[config.mk]
export PLATFORM = sky130hd
export DESIGN_NAME = blit_ctrl
export DESIGN_NICKNAME = d
export VERILOG_FILES = /design/src/rtl/blit_ctrl.sv
export SDC_FILE = /design/constraint.sdc
export NUM_CORES = 1
export LEC_CHECK = 0
export CAP_MARGIN = 20
export CORE_UTILIZATION = 50
export DETAILED_ROUTE_END_ITERATION = 8
export PLACE_DENSITY = 0.7
export SLEW_MARGIN = 30
export SYNTH_ARGS = -nofsm -noshare
export SYNTH_HDL_FRONTEND = slang
export SYNTH_SLANG_ARGS = --single-unit
[constraint.sdc]
create_clock -name clk -period 4.6 [get_ports clk]
set_input_delay 0.46 -clock clk [delete_from_list [all_inputs] [get_ports clk]]
set_output_delay 0.46 -clock clk [all_outputs]
set_load 0.005 [all_outputs]
[src/rtl/blit_ctrl.sv]
`default_nettype none
// ============================================================================
// Module   : blit_ctrl
// Purpose  : Rectangular VRAM copy/fill engine driving the vram_arb blit port.
// Revision : 1.0 - initial release
// ============================================================================
module blit_ctrl #(
    parameter int ADDR_W = 16
) (
    input  logic              clk,
    input  logic              reset_i,
    input  logic              reg_wr_en_i,
    input  logic [2:0]        reg_num_i,
    input  logic [15:0]       reg_data_i,
    output logic              busy_o,
    output logic              done_o,
    output logic              vram_sel_o,
    input  logic              vram_ack_i,
    output logic              vram_wr_o,
    output logic [3:0]        vram_wr_mask_o,
    output logic [ADDR_W-1:0] vram_addr_o,
    output logic [15:0]       vram_data_o,
    input  logic [15:0]       vram_data_i
);

    localparam logic [2:0] c_IDLE    = 3'd0;
    localparam logic [2:0] c_RD_REQ  = 3'd1;
    localparam logic [2:0] c_RD_DATA = 3'd2;
    localparam logic [2:0] c_WR_REQ  = 3'd3;
    localparam logic [2:0] c_ADVANCE = 3'd4;
    localparam logic [2:0] c_DONE    = 3'd5;

    localparam logic [ADDR_W-1:0] c_ONE = {{(ADDR_W-1){1'b0}}, 1'b1};

    logic [2:0]        r_state;
    logic [ADDR_W-1:0] r_src_addr, r_dst_addr, r_src_mod, r_dst_mod;
    logic [ADDR_W-1:0] r_src, r_dst;
    logic [15:0]       r_width, r_height, r_const;
    logic [15:0]       r_wcnt, r_hcnt, r_data;
    logic              r_fill, r_abort;
    logic [3:0]        r_mask;

    logic w_busy, w_ctrl_wr, w_abort_only, w_go, w_abort, w_row_end, w_last;
    logic w_unused_ctrl_bits;

    assign w_busy       = (r_state != c_IDLE) && (r_state != c_DONE);
    assign w_ctrl_wr    = reg_wr_en_i && (reg_num_i == 3'd7);
    // A bare ABORT (no FILL, no mask) while idle is not a GO.
    assign w_abort_only = reg_data_i[1] && !reg_data_i[0] && (reg_data_i[7:4] == 4'd0);
    assign w_go         = w_ctrl_wr && !w_busy && !w_abort_only;
    assign w_abort      = r_abort || (w_ctrl_wr && w_busy && reg_data_i[1]);
    assign w_row_end    = (r_wcnt == 16'd1);
    assign w_last       = w_row_end && (r_hcnt == 16'd1);

    assign w_unused_ctrl_bits = ^{reg_data_i[15:8], reg_data_i[3:2]};

    always_ff @(posedge clk) begin
        if (reset_i) begin
            r_state    <= c_IDLE;
            r_src_addr <= '0;
            r_dst_addr <= '0;
            r_src_mod  <= '0;
            r_dst_mod  <= '0;
            r_src      <= '0;
            r_dst      <= '0;
            r_width    <= 16'd0;
            r_height   <= 16'd0;
            r_const    <= 16'd0;
            r_wcnt     <= 16'd0;
            r_hcnt     <= 16'd0;
            r_data     <= 16'd0;
            r_fill     <= 1'b0;
            r_abort    <= 1'b0;
            r_mask     <= 4'd0;
        end else begin
            if (reg_wr_en_i && !w_busy) begin
                case (reg_num_i)
                    3'd0: r_src_addr <= ADDR_W'(reg_data_i);
                    3'd1: r_dst_addr <= ADDR_W'(reg_data_i);
                    3'd2: r_src_mod  <= ADDR_W'($signed(reg_data_i));
                    3'd3: r_dst_mod  <= ADDR_W'($signed(reg_data_i));
                    3'd4: r_width    <= reg_data_i;
                    3'd5: r_height   <= reg_data_i;
                    3'd6: r_const    <= reg_data_i;
                    default: ;
                endcase
            end
            if (w_ctrl_wr && w_busy && reg_data_i[1])
                r_abort <= 1'b1;

            case (r_state)
                c_IDLE, c_DONE: begin
                    r_abort <= 1'b0;
                    if (w_go) begin
                        r_src  <= r_src_addr;
                        r_dst  <= r_dst_addr;
                        r_wcnt <= r_width;
                        r_hcnt <= r_height;
                        r_fill <= reg_data_i[0];
                        r_mask <= reg_data_i[7:4];
                        if ((r_width == 16'd0) || (r_height == 16'd0))
                            r_state <= c_DONE;
                        else if (reg_data_i[0])
                            r_state <= c_WR_REQ;
                        else
                            r_state <= c_RD_REQ;
                    end else begin
                        r_state <= c_IDLE;
                    end
                end
                c_RD_REQ: begin
                    // An aborted read still waits for its ack, then is dropped.
                    if (vram_ack_i)
                        r_state <= w_abort ? c_DONE : c_RD_DATA;
                end
                c_RD_DATA: begin
                    r_data  <= vram_data_i;
                    r_state <= w_abort ? c_DONE : c_WR_REQ;
                end
                c_WR_REQ: begin
                    if (vram_ack_i)
                        r_state <= w_abort ? c_DONE : c_ADVANCE;
                end
                c_ADVANCE: begin
                    if (w_row_end) begin
                        r_src  <= r_src + c_ONE + r_src_mod;
                        r_dst  <= r_dst + c_ONE + r_dst_mod;
                        r_wcnt <= r_width;
                        r_hcnt <= r_hcnt - 16'd1;
                    end else begin
                        r_src  <= r_src + c_ONE;
                        r_dst  <= r_dst + c_ONE;
                        r_wcnt <= r_wcnt - 16'd1;
                    end
                    if (w_last || w_abort)
                        r_state <= c_DONE;
                    else if (r_fill)
                        r_state <= c_WR_REQ;
                    else
                        r_state <= c_RD_REQ;
                end
                default: r_state <= c_IDLE;
            endcase
        end
    end

    assign busy_o         = w_busy;
    assign done_o         = (r_state == c_DONE);
    assign vram_sel_o     = (r_state == c_RD_REQ) || (r_state == c_WR_REQ);
    assign vram_wr_o      = (r_state == c_WR_REQ);
    assign vram_wr_mask_o = (r_state == c_WR_REQ) ? r_mask : 4'd0;
    assign vram_addr_o    = (r_state == c_RD_REQ) ? r_src :
                            (r_state == c_WR_REQ) ? r_dst : '0;
    assign vram_data_o    = (r_state != c_WR_REQ) ? 16'd0 :
                            (r_fill ? r_const : r_data);

endmodule
`default_nettype wire

== Word-level counts from Yosys, hierarchy flattened ==
Index checks and enable logic that the tools add are counted.
Operators by class
  equal/unequal tests: 20
  mux-type cells: 28
  $add $sub $neg: 6
  reduce and logical (&&, ||, !) cells: 37
Operators by type and width (number)
  $mux 16: 12
  $pmux 16 s2: 4
  $add 16x1->16 const B: 2
  $add 16x16->16: 2
  $eq 16x1->1 const B: 2
  $logic_not 16->1: 2
  $sub 16x1->16 const B: 2
  $mux 3: 7
  $reduce_and 2->1: 10
  $eq 3x3->1 const B: 6
  $pmux 3 s5: 1
  $eq 3x2->1 const B: 4
  $logic_and 1x1->1: 10
  $ne 2x2->1 const B: 4
  $eq 3x1->1 const B: 2
  $logic_not 3->1: 2
  $logic_not 4->1: 1
  $logic_or 1x1->1: 4
  $mux 2: 2
  $mux 4: 1
  $logic_not 1->1: 3
  $ne 3x2->1 const B: 1
  $ne 3x3->1 const B: 1
  $reduce_and 3->1: 1
  other kinds (5): 5
Storage, ports and cells
  output and inout port bits: 40
  register bits after elaboration: 201
  logic and storage cells: 107

== Depth between registers and ports, before layout ==
  word-level depth: 8
  depth in mapped cells: 14

== Worst setup path before layout ==
OpenSTA, ideal clock, no wires.
  path kind: register to register
  from: reg r_dst[2]
  to: reg r_dst[15]
  required time: 4.530 ns
  library setup time: 0.070 ns
  period minus slack after synthesis: 2.935 ns
  slack: 1.665 ns
  arrival: 2.865 ns
  stages on the path, launching flop included: 14
  cells stage by stage: dfxtp_1 and4_1 clkbuf_1 nand2_1 nor3_1 xor2_1 ha_1 and3_1 and3_1 a32o_1 a21oi_1 nor4b_1 o31ai_1 a21oi_1
Between the ends
  longest elaborated chain between the ends: 4
RTL lines
  start, declared: line 37  | logic [ADDR_W-1:0] r_src, r_dst;
  start signal, assigned: line 96  | r_dst <= r_dst_addr;
  start signal, assigned: line 127  | r_dst <= r_dst + c_ONE + r_dst_mod;
  start signal, assigned: line 132  | r_dst <= r_dst + c_ONE;
  $add 16x1->16 *: line 127, 132
  $add 16x16->16: line 127
  $mux 16 *: line 125  | if (w_row_end) begin
  $pmux 16 s2 *: line 91  | case (r_state)
Mark *: on every way between the ends. The rest lies on a longest branch, timed or not.
A chain may end at the register's enable or synchronous reset.

== Worst setup path after layout ==
  from: reg r_state[2]
  to: reg r_hcnt[7]
Between the ends
  longest elaborated chain between the ends: 7
  elaborated cells between the ends (all ways): 15
  classes of those cells: eq/ne (5); mux (1); reduce/logical (9)
RTL lines
  start, declared: line 35  | logic [2:0] r_state;
  start signal, assigned: line 59  | r_state <= c_IDLE;
  start signal, assigned: line 102  | r_state <= c_DONE;
  start signal, assigned: line 104  | r_state <= c_WR_REQ;
  $ne 3x3->1 or $reduce_bool 3->1 (tied branches): line 46  | assign w_busy = (r_state != c_IDLE) && (r_state != c_DONE);
  $logic_and 1x1->1: line 46
  $logic_not 1->1: line 50  | assign w_go = w_ctrl_wr && !w_busy && !w_abort_only;
  $logic_and 1x1->1 (2 in series): line 50
  $ne 2x2->1 (no source line)
  $reduce_and 3->1 (no source line)
  end signal, assigned: line 98  | r_hcnt <= r_height;
  end signal, assigned: line 129  | r_hcnt <= r_hcnt - 16'd1;
  end, declared: line 39  | logic [15:0] r_wcnt, r_hcnt, r_data;
Parallel ways exist; a longest one is shown, timed or not.

==> flow_summary.yaml <==
setup_path:
  cp_max_fo: 19
  r2r-end: "r_hcnt[7]"
  reg2reg_depth: 11
  path_class: "reg2reg"
  end_kind: "register"
  cp-start-kind: "register"
  r2r-start: "r_state[2]"
  crit_arrival_ns: 4.00
  critPathLaunch: "r_state[2]"
  reg2reg_slack_ns: 0.97
  required_ns: 4.97
  critPathCapture: "r_hcnt[7]"
global_routing:
  grt_start_max_net_pins: 99
  grt_pass1_vias: 9650
  grt_use_total: 0.277
  antenna_found_initial: 0
  grt_first_pass_wirelength_um: 51800
  overflow: 0
sta:
  finalCritPeriodShare: 0.788
  hold_viol: 0
  fin_tns_setup_ns: 0
  worstMarginPinSlew_ns: 1.00
  fmax_ghz: 0.276
  final_max_slew_viol_count: 0
  setup_viol: 0
  rsz0062_at_grt: "false"
  slew_headroom: 0.332
  min_period_ns: 3.63
  skew_ns: 0.0102
drt:
  via_per_inst: 5.95
  wl_per_cell_um: 19.1
  drc: 10
  drt-initial-drc-count: 890
  ant_nets: 0
  finalWirelength_um: 32200
  first_pass_iters: 7
  vias: 10100
logic_synthesis:
  yosys_warnings: 0
  synth_edf_count: 0
  synthFlopType: "dfxtp_1"
  synthCells: 1355
  synth_nets: 1440
  syn_avg_cell_area_um2: 8.29
  ys_types: 72
  async_flop_share: 0
  ys_ff_latch: 201
  ys_seq_area_frac: 0.358
  syn_area_um2: 11200
power_and_ir_drop:
  vdd_drop_max_mv: 0.300
  powerDensity_nw_per_um2: 338
  leakage_nw: 4.62
  total_power_mw: 4.36
finish:
  antenna_cells_inserted: 0
  nNetsFinal: 1482
  nFillCells: 1980
  syn_to_final_growth_pct: 14.8
  drive_above_1_share: 0.0596
floorplan:
  die_h_um: 152
  dieArea_um2: 23100
  initial_utilization: 0.512
  io_pins: 79
  num_rows: 54
  coreArea_um2: 22000
  die_x_um: 152
status:
  status: "complete, but fails checks"
  violations: "design-rule violations"
min_path:
  min_path_type: "reg2reg"
cts:
  cts.sinks: 201
  cts_tree: "built"
  post_cts_buffers: 0
  cts_made_buffers: 23
  cts-hold-fix-buffers: 0
  cts_resized: 0
  cts_root_buffer: "clkbuf_16"
  htree_levels: 1
  cts_max_path_buffers: 3
  clkTransAtPathRegs_ns: 0.06
  worst_skew_pair.late_latency_ns: 0.51
placement:
  hpwlAfterDp_um: 21500
  gp_congestion: 0.888
  portBuffers: 78
flow_run:
  maxCapViolCount: 0
[cell type report]
| class | count | area (um2) | area share |
|---|---|---|---|
| Clock inverter | 5 | 78.8 | 0.00611 |
| Inverter | 19 | 71.3 | 0.00553 |
| Tap cell | 280 | 350 | 0.0272 |
| Sequential cell | 201 | 4030 | 0.312 |
| Multi-Input combinational cell | 1053 | 6750 | 0.523 |
| Clock buffer | 33 | 673 | 0.0522 |
| Timing Repair Buffer | 99 | 951 | 0.0737 |
[metal layers]
layer  global-route usage  share of wire  vias to the layer above
met3               0.0402          0.057                       87
met4                0.123          0.044                        0
met5                    0              0                        -
met1                0.361           0.45                     4760
met2                0.456           0.45                      312
li1                     -              -                     4901
[synthesized netlist by cell type, types with 4 or more instances]
cell | instances | area (um2)
a221oi_1 | 7 | 61.3
dfxtp_1 | 201 | 4020
and3_1 | 12 | 75.1
a21oi_1 | 89 | 445
o21ai_0 | 55 | 275
a211oi_1 | 19 | 143
nand2_1 | 140 | 526
buf_4 | 6 | 45.0
clkbuf_8 | 8 | 110
and4_1 | 6 | 52.6
buf_1 | 4 | 15.0
a31oi_1 | 9 | 56.3
o221ai_1 | 5 | 43.8
ha_1 | 44 | 551
nor3_1 | 23 | 115
o22ai_1 | 5 | 31.3
clkbuf_1 | 54 | 203
mux2i_1 | 147 | 1470
nor2_1 | 235 | 882
nor3b_1 | 5 | 37.5
o21a_1 | 4 | 30.0
inv_1 | 18 | 67.6
or2_2 | 4 | 25.0
xnor2_1 | 35 | 307
nand3_1 | 30 | 150
nand4_1 | 11 | 68.8
nor2_2 | 7 | 43.8
nor4_1 | 14 | 87.6
xor2_1 | 18 | 158
o211ai_1 | 15 | 113
a311oi_1 | 13 | 114
and2_1 | 8 | 50.1
buf_2 | 8 | 40.0
a21o_1 | 18 | 135
nand2b_1 | 8 | 50.1
a22oi_1 | 9 | 67.6
[kinds of logic (layout without fill, tap and decap cells)]
family,count (synthesis),in the layout,share of synthesized area
adders and majority gates,46,46,0.0526
and+or+nand+nor,530,530,0.214
muxes,147,147,0.131
buffers and inverters,101,156,0.0451
xor gates and xnor gates,53,53,0.0413
AOI/OAI and AO/OA,277,277,0.158
DFF,201,201,0.358
[layout by cell type (no fill, tap or decap), types with 19 or more instances in the layout]
| cell | count |
|---|---|
| nor3_1 | 23 |
| o21ai_0 | 55 |
| clkdlybuf4s50_1 | 77 |
| ha_1 | 44 |
| buf_4 | 19 |
| mux2i_1 | 147 |
| nor2_1 | 235 |
| clkbuf_16 | 23 |
| nand3_1 | 30 |
| a211oi_1 | 19 |
| xnor2_1 | 35 |
| dfxtp_1 | 200 |
| a21oi_1 | 89 |
| nand2_1 | 139 |
[sequential cells by signal, summed over array words and instances, names as in the netlist]
signal      flops
r_dst_mod      16
r_height       16
r_hcnt         16
r_fill          1
r_width        16
r_data         16
r_src          16
r_mask          4
r_state         3
r_const        16
r_dst          16
r_dst_addr     16
r_wcnt         16
r_abort         1
r_src_addr     16
r_src_mod      16
[power breakdown]
| part | switching [mW] | internal [mW] | total (mW) |
|---|---|---|---|
| sequential | 0.0771 | 1.81 | 1.89 |
| clock | 0.715 | 1.12 | 1.83 |
| combinational | 0.389 | 0.249 | 0.638 |
| total | 1.18 | 3.18 | 4.36 |
[worst min path at each step]
| stage | from | end | slack [ns] | depth (start not counted) |
|---|---|---|---|---|
| global route | r_data[5] | r_data[5] | 0.47 | 2 |
| CTS | reset_i | r_src_mod[0] | 0.45 | 2 |
| global placement | r_data[7] | r_data[7] | 0.44 | 2 |
| detailed placement | r_data[3] | r_data[3] | 0.45 | 2 |
| floorplan | r_mask[0] | r_mask[0] | 0.43 | 2 |
| finish | r_data[10] | r_data[10] | 0.45 | 2 |
[metrics by stage]
step / worst slack, ns / hold slack (ns) / instances / utilization / instance area [um2]
after floorplan: 1.67 / 0.432 / 1355 / - / 11200
after global placement: 1.24 / 0.442 / 1650 / 0.551 / 12100
after detailed placement: 1.06 / 0.446 / 1651 / 0.552 / 12100
after CTS: 1.06 / 0.447 / 1689 / 0.587 / 12900
after global routing: 0.657 / 0.469 / 1690 / 0.587 / 12900
final: 0.974 / 0.454 / 1690 / 0.587 / 12900
[critical path, cell delays in order (launching register included)]
cell	delay (ns)
dfxtp_1	0.52
nand2b_1	0.15
buf_4	0.24
clkinv_1	0.30
nor4_1	0.57
a21oi_1	0.12
buf_4	0.23
nor2_2	0.65
buf_4	0.33
o21ai_0	0.11
a22oi_1	0.21
nor2_1	0.05
Note: power is estimated with default switching activity, not from simulation.
